==> config.mk <==
export PLATFORM = sky130hd
export DESIGN_NAME = pipeid_scoreboard
export DESIGN_NICKNAME = d
export VERILOG_FILES = /design/src/rtl/pipeid_scoreboard.sv
export SDC_FILE = /design/constraint.sdc
export NUM_CORES = 1
export LEC_CHECK = 0
export ABC_AREA = 1
export BUFFER_PORTS_ARGS = -buffer_cell sky130_fd_sc_hd__buf_2
export CAP_MARGIN = 20
export CELL_PAD_IN_SITES_DETAIL_PLACEMENT = 1
export CELL_PAD_IN_SITES_GLOBAL_PLACEMENT = 1
export CORE_AREA = 2 2 75 91
export CTS_BUF_LIST = sky130_fd_sc_hd__clkbuf_16
export DETAILED_ROUTE_END_ITERATION = 10
export DIE_AREA = 0 0 77 93
export PLACE_DENSITY_LB_ADDON = 0.1
export SYNTH_ARGS = -nofsm -noshare
export SYNTH_HDL_FRONTEND = slang
export SYNTH_SLANG_ARGS = --single-unit
==> constraint.sdc <==
create_clock -name clk -period 2 [get_ports clk]
set_clock_uncertainty 0.05 [all_clocks]
set_input_delay 0 -clock clk [delete_from_list [all_inputs] [get_ports clk]]
set_output_delay 0 -clock clk [all_outputs]
set_load 0.005 [all_outputs]
==> src/rtl/pipeid_scoreboard.sv <==
// Decode-stage hazard/forwarding unit: a shift-register scoreboard of in-flight
// register writers drives per-operand forwarding selects and a load-use stall.
module pipeid_scoreboard #(
  parameter int AW         = 5,
  parameter int STAGES     = 3,
  parameter int LOAD_READY = 2,
  parameter int CNT_W      = 16,
  localparam int DW        = $clog2(STAGES + 1)
) (
  input  logic             clk,
  input  logic             clrn,
  input  logic             id_valid,
  input  logic [AW-1:0]    id_rs,
  input  logic [AW-1:0]    id_rt,
  input  logic             id_use_rs,
  input  logic             id_use_rt,
  input  logic             id_wreg,
  input  logic             id_m2reg,
  input  logic [AW-1:0]    id_rn,
  input  logic             flush,
  output logic             stall,
  output logic [DW-1:0]    a_depen,
  output logic [DW-1:0]    b_depen,
  output logic             sb_busy,
  output logic [CNT_W-1:0] stall_cnt
);

  logic [STAGES:1] v;
  logic [STAGES:1] ld;
  logic [AW-1:0]   rn [1:STAGES];

  logic a_ld, b_ld, hazard, ins;

  // Scan oldest to youngest so the lowest matching stage overrides older ones.
  always_comb begin
    a_depen = '0;
    b_depen = '0;
    a_ld    = 1'b0;
    b_ld    = 1'b0;
    for (int unsigned k = STAGES; k >= 1; k--) begin
      if (v[k] && rn[k] == id_rs && id_rs != '0 && id_use_rs && id_valid) begin
        a_depen = DW'(k);
        a_ld    = ld[k];
      end
      if (v[k] && rn[k] == id_rt && id_rt != '0 && id_use_rt && id_valid) begin
        b_depen = DW'(k);
        b_ld    = ld[k];
      end
    end
  end

  always_comb begin
    hazard  = (a_ld && a_depen < DW'(LOAD_READY)) || (b_ld && b_depen < DW'(LOAD_READY));
    stall   = hazard && !flush;
    ins     = id_valid && id_wreg && id_rn != '0 && !stall && !flush;
    sb_busy = |v;
  end

  always_ff @(posedge clk or negedge clrn) begin
    if (!clrn) begin
      v         <= '0;
      ld        <= '0;
      stall_cnt <= '0;
      for (int unsigned k = 1; k <= STAGES; k++) rn[k] <= '0;
    end else begin
      for (int unsigned k = 2; k <= STAGES; k++) begin
        v[k]  <= v[k-1];
        ld[k] <= ld[k-1];
        rn[k] <= rn[k-1];
      end
      v[1]  <= ins;
      ld[1] <= ins && id_m2reg;
      rn[1] <= ins ? id_rn : '0;
      if (stall && stall_cnt != '1) stall_cnt <= stall_cnt + 1'b1;
    end
  end

endmodule

==> results.json, run 1 <==
{
  "port_buffers": 44,
  "cts_tree": "built",
  "cp-end-kind": "primary output",
  "p_leak_nw": 1.70,
  "cp.arrival_ps": 1920,
  "fmax_mhz": 507,
  "synthTopCellsByArea": "dfrtp_1, nand2_1, inv_1, nand4_1, nor2_1",
  "path_class": "reg2out",
  "wl_per_cell_um": 15.2,
  "met3_usage_pct": 2.80,
  "io_pins": 45,
  "yosys.area.top_type": "dfrtp_1",
  "grt.busiest_layer": "met2",
  "grt_use_met1_pct": 24.6,
  "grt_use_met2_pct": 42.5,
  "worstHoldStart": "id_wreg",
  "ys_warn_count": 0,
  "synthTopCellsByCount": "nand2_1, inv_1, dfrtp_1, nor2_1, nand4_1",
  "rrSetupSlack_ps": 50,
  "root_buffer": "clkbuf_16",
  "grt_pass1_wl_um": 12500,
  "async_reset_ff_share_pct": 100,
  "syn_inst": 347,
  "synth_seq_area_share_pct": 38.8,
  "slew_violations": 0,
  "row_count": 32,
  "tightest_slew_ps": 861,
  "ant_nets": 0,
  "r2r-start": "rn[2]$_DFF_PN0_",
  "dr.pass1.iters": 4,
  "grt_pass1_vias": 2621,
  "drive_gt1_share_pct": 28.9,
  "final-setup-viol-count": 0,
  "die-width_um": 77,
  "cts_max_level": 2,
  "maxCapViolations": 0,
  "vias_per_cell": 4.92,
  "pwr_density_cell_mw_per_mm2": 576,
  "antenna_found_initial": 0,
  "min_period_ps": 1970,
  "crit_path_start_kind": "flip-flop",
  "r2r-end": "stall_cnt[0]$_DFFE_PN0P_",
  "postSynthAreaPerCell_sq_um": 6.88,
  "grt_overflow_total": 0,
  "initial_core_util_pct": 37.7,
  "clockBufferDepth": 2,
  "synth_cell_types": 23,
  "holdPathEnd": "v[1]$_DFF_PN0_",
  "grt_max_degree": 38,
  "areaGrowthSynthToFinish_pct": 35.9,
  "slew_headroom_pct": 42.6,
  "cp_max_fo": 5,
  "total_power_mw": 1.87,
  "finalHoldViolations": 0,
  "status": "finished, final reports clean",
  "clkTransAtPathRegs_ps": 60,
  "die_h_um": 93,
  "rsz0062_at_grt": "yes",
  "irDropWorstVdd_uv": 350,
  "drt_iter0_drc": 70,
  "cts_buffers": 5,
  "synth_edf_count": 0,
  "hpwl_um": 5620,
  "post-synth-top-count-cell": "nand2_1",
  "synth_top_area_share_pct": 38.8,
  "insertion_delay_ps": 280,
  "ys_ff_latch": 37,
  "final_core_util_pct": 51.3,
  "synth_ff_type": "dfrtp_1",
  "drt-total-wl_um": 7670,
  "core_area_sq_mm": 0.00633,
  "drc": 0,
  "synth.net_count": 371,
  "antenna_cells": 0,
  "fin_nets": 441,
  "min_path_cells": 5,
  "via_count": 2474,
  "crit_required_ps": 1950,
  "grt_usage_pct": 22.3,
  "fin_crit_sh_pct": 98.5,
  "gp_congestion": 0.814,
  "r2r_cells": 12,
  "clkSinkCount": 37,
  "synth_area_sq_mm": 0.00239,
  "min_path_type": "in2reg",
  "die-area_sq_mm": 0.00716
}
[sequential cells by signal, indices dropped and copies added (netlist names)]
name       count
ld             3
stall_cnt     16
rn            15
v              3
[worst max-delay path by stage]
stage | startpoint | slack (ps) | cells past startpoint | endpoint
finish | rn[14]$_DFF_PN0_ | 30 | 12 | stall
floorplan | stall_cnt[0]$_DFFE_PN0P_ | 250 | 7 | stall_cnt[10]$_DFFE_PN0P_
detailed placement | v[1]$_DFF_PN0_ | -90 | 13 | stall_cnt[7]$_DFFE_PN0P_
global route | rn[12]$_DFF_PN0_ | -130 | 15 | stall
CTS | rn[10]$_DFF_PN0_ | 0.5 | 11 | stall_cnt[0]$_DFFE_PN0P_
global placement | v[1]$_DFF_PN0_ | -40 | 13 | stall_cnt[0]$_DFFE_PN0P_
[worst max-delay path: stages (launching register included)]
cell	delay, ps
dfrtp_2	450
xnor2_2	190
nand2_1	80
nor2_2	110
nand3_2	140
buf_6	150
nor2_2	70
a21oi_1	50
nand2_2	60
nand2_1	60
nand2_2	90
inv_2	60
buf_2	120
[layout by cell type, fill, tap and decap left out, types with 2 or more instances in the layout]
cell type / instances
buf_4: 12
nor2_1: 25
buf_6: 3
a21oi_1: 4
nor2_4: 3
nand3_4: 3
nand2_1: 105
nand2_2: 18
inv_2: 5
clkbuf_16: 5
nor3_1: 6
xnor2_1: 9
buf_2: 44
nand4_1: 28
dlygate4sd3_1: 7
o21ai_0: 2
inv_1: 47
nand3_2: 6
dfrtp_1: 35
nand3_1: 13
xor2_1: 12
dfrtp_2: 2
nor2_2: 10
xnor2_2: 3
[report_power, final]
part	total [mW]	internal (mW)	switching [mW]
combinational	0.197	0.0757	0.122
sequential	0.777	0.762	0.0147
clock	0.896	0.584	0.312
[area by class of cell]
type / instances / area, sq um
clock buffer: 5 / 125
clock inverter: 3 / 41.3
fill: 831 / 3080
inverter: 52 / 195
multi-input combinational: 254 / 1420
sequential: 37 / 928
tap: 85 / 106
timing repair buffer: 67 / 429
[what timing repair did]
action                     CTS  global route
setup endpoints to repair   24            24
buffers inserted             2             4
pin swaps                    1            20
cloned                       0             1
gates resized for setup      7            50
hold buffers                 7             0
hold endpoints to repair    43             0
[cell families after synthesis]
logic type	after synthesis	synth area share, %
AND/OR/NAND/NOR	222	41.0
buffers and inverters	57	9.59
flip-flops	37	38.8
XOR/XNOR	24	8.80
AO/OA/AOI/OAI	6	1.26
adder cells (fa/ha/maj)	1	0.524
[per-stage QoR]
step / setup TNS (ps) / area, sq um / hold slack (ps) / setup WS [ps] / std cells
2_1_floorplan: 0 / 2390 / -346 / 245 / 347
3_3_place_gp: -553 / 2760 / 121 / -43.3 / 481
3_5_place_dp: -1160 / 2760 / 117 / -87.6 / 481
4_1_cts: 0 / 3030 / 201 / 0.522 / 498
5_1_grt: -2230 / 3240 / 217 / -130 / 503
6_report: 0 / 3240 / 190 / 29.1 / 503
[routing by layer]
layer	vias to the layer above	part of all wire [%]	wire, um
met3	16	2.6	199
met1	1180	40	3040
met2	47	55	4180
li1	1231	-	-
met5	-	0	0
met4	0	3.2	246
Power figures use the tool's default switching activity.
==> run 2: changes to the inputs <==
--- a/config.mk
+++ b/config.mk
@@ -11,7 +11,7 @@
 export CELL_PAD_IN_SITES_DETAIL_PLACEMENT = 1
 export CELL_PAD_IN_SITES_GLOBAL_PLACEMENT = 1
 export CORE_AREA = 2 2 75 91
-export CTS_BUF_LIST = sky130_fd_sc_hd__clkbuf_16
+export CTS_BUF_LIST = sky130_fd_sc_hd__clkbuf_4 sky130_fd_sc_hd__clkbuf_8 sky130_fd_sc_hd__clkbuf_16
 export DETAILED_ROUTE_END_ITERATION = 10
 export DIE_AREA = 0 0 77 93
 export PLACE_DENSITY_LB_ADDON = 0.1
==> results.json, run 2 (same netlist as run 1, synthesis figures left out) <==
{
  "grt_pass1_wl_um": 12700,
  "grt_pass1_vias": 2669,
  "cts_buffers": 5,
  "setup_tns_ps": -4.29,
  "grt_overflow_total": 0,
  "initial_core_util_pct": 37.7,
  "ant_nets": 0,
  "min_path_cells": 5,
  "cts_tree": "built",
  "clkSinkCount": 37,
  "pwr_density_cell_mw_per_mm2": 514,
  "core_area_sq_mm": 0.00633,
  "final_area_sq_mm": 0.00328,
  "min_path_type": "in2reg",
  "fillers": 842,
  "port_buffers": 44,
  "tightest_slew_ps": 866,
  "crit_path_start_kind": "flip-flop",
  "slew_violations": 0,
  "cp-end-kind": "flip-flop",
  "grt_usage_pct": 22.6,
  "regMostFlops": "stall_cnt",
  "clkTransAtPathRegs_ps": 90,
  "crit_required_ps": 2130,
  "drive_gt1_share_pct": 30.3,
  "fin_crit_sh_pct": 100,
  "path_class": "reg2reg",
  "cts_max_level": 2,
  "die_h_um": 93,
  "p_leak_nw": 1.72,
  "die-area_sq_mm": 0.00716,
  "maxCapViolations": 0,
  "insertion_delay_ps": 300,
  "hpwl_um": 5620,
  "via_count": 2535,
  "holdPathEnd": "rn[13]$_DFF_PN0_",
  "row_count": 32,
  "fin_ws_ps": -4.29,
  "io_pins": 45,
  "antenna_cells": 0,
  "r2r-end": "stall_cnt[7]$_DFFE_PN0P_",
  "dp_slack_ps": -87.6,
  "final-setup-viol-count": 1,
  "clockBufferDepth": 2,
  "violations": "setup timing",
  "final_cell_mix": "nand2_1, inv_1, buf_2",
  "cp.arrival_ps": 2130,
  "cp_max_fo": 6,
  "die-width_um": 77,
  "wl_per_cell_um": 15.6,
  "status": "finished, violations left",
  "areaGrowthSynthToFinish_pct": 37.2,
  "r2r-start": "rn[12]$_DFF_PN0_",
  "place_area_sq_mm": 0.00276,
  "r2r_cells": 13,
  "dr.pass1.iters": 4,
  "reg_top3": "stall_cnt: 16 flops, rn: 15 flops",
  "fmax_mhz": 499,
  "largest_reg_flops": 16,
  "finalHoldViolations": 0,
  "antenna_found_initial": 0,
  "min_period_ps": 2000,
  "fin_nets": 449,
  "drc": 0,
  "drt_iter0_drc": 57,
  "gp_congestion": 0.814,
  "slew_headroom_pct": 42.2,
  "drt-total-wl_um": 7970,
  "rsz0062_at_grt": "yes",
  "irDropWorstVdd_uv": 277,
  "worstHoldStart": "id_wreg",
  "mostFrequentLayoutCell": "nand2_1",
  "vias_per_cell": 4.96,
  "rrSetupSlack_ps": -4,
  "grt_max_degree": 38,
  "root_buffer": "clkbuf_8"
}
[run 2: cell count changes in the layout (fill, tap and decap cells not counted), sizes merged]
cell / previous run / this run
buf: 60 / 67
clkbuf: 5 / 7
clkinv: 1 / 0
[run 2: per-layer routing]
layer  part of all wire (%)  global-route usage, %
met4                    2.2                   8.33
met3                    2.1                   2.51
met2                     56                   44.6
met5                      0                      0
met1                     40                   24.5
[run 2: area by class of cell]
class	instances	area, sq um	area share, %
multi-input combinational	254	1420	43.4
tap	85	106	3.25
inverter	52	195	5.96
clock buffer	6	82.6	2.52
clock inverter	2	37.5	1.15
timing repair buffer	75	503	15.4
sequential	37	928	28.3
[run 2: worst max-delay path by stage]
stage	start	end	cells after the start
floorplan	stall_cnt[0]$_DFFE_PN0P_	stall_cnt[10]$_DFFE_PN0P_	7
detailed placement	v[1]$_DFF_PN0_	stall_cnt[7]$_DFFE_PN0P_	13
global placement	v[1]$_DFF_PN0_	stall_cnt[0]$_DFFE_PN0P_	13
CTS	rn[12]$_DFF_PN0_	stall	15
global route	rn[14]$_DFF_PN0_	stall	12
finish	rn[12]$_DFF_PN0_	stall_cnt[7]$_DFFE_PN0P_	13
[run 2: through the flow]
stage	hold slack (ps)	instances	power, mW	utilization (%)
after detailed placement	117	481	0.956	43.6
after CTS	186	502	1.68	48.0
final	188	511	1.68	51.8
after global placement	121	481	0.952	43.6
after floorplan	-346	347	0.872	-
after global routing	202	511	1.75	51.8
[run 2: worst max-delay path, stage by stage, from the launching register on]
cell and delay (ps):
dfrtp_1 420, inv_2 60, nand2_1 80, nand2_2 70, nor2_4 110, buf_6 110
nand4_1 120, nor2_2 180, nand4_1 170, nand3_4 130, nand2_8 80, buf_8 140
nand4_1 80, nand2_1 80
[run 2: what timing repair did]
| action | in CTS | in global routing |
|---|---|---|
| pin swaps | 3 | 18 |
| hold buffers | 7 | 0 |
| cloned | 1 | 1 |
| buffers inserted | 5 | 8 |
| gates resized for setup | 13 | 43 |
| endpoints found under the setup margin | 24 | 24 |
| hold endpoints to repair | 43 | 0 |
[run 2: report_power, final]
| group | switching [mW] | internal [mW] | leakage [nW] |
|---|---|---|---|
| sequential | 0.0148 | 0.761 | 0.508 |
| combinational | 0.127 | 0.0825 | 1.15 |
| clock | 0.292 | 0.406 | 0.0574 |
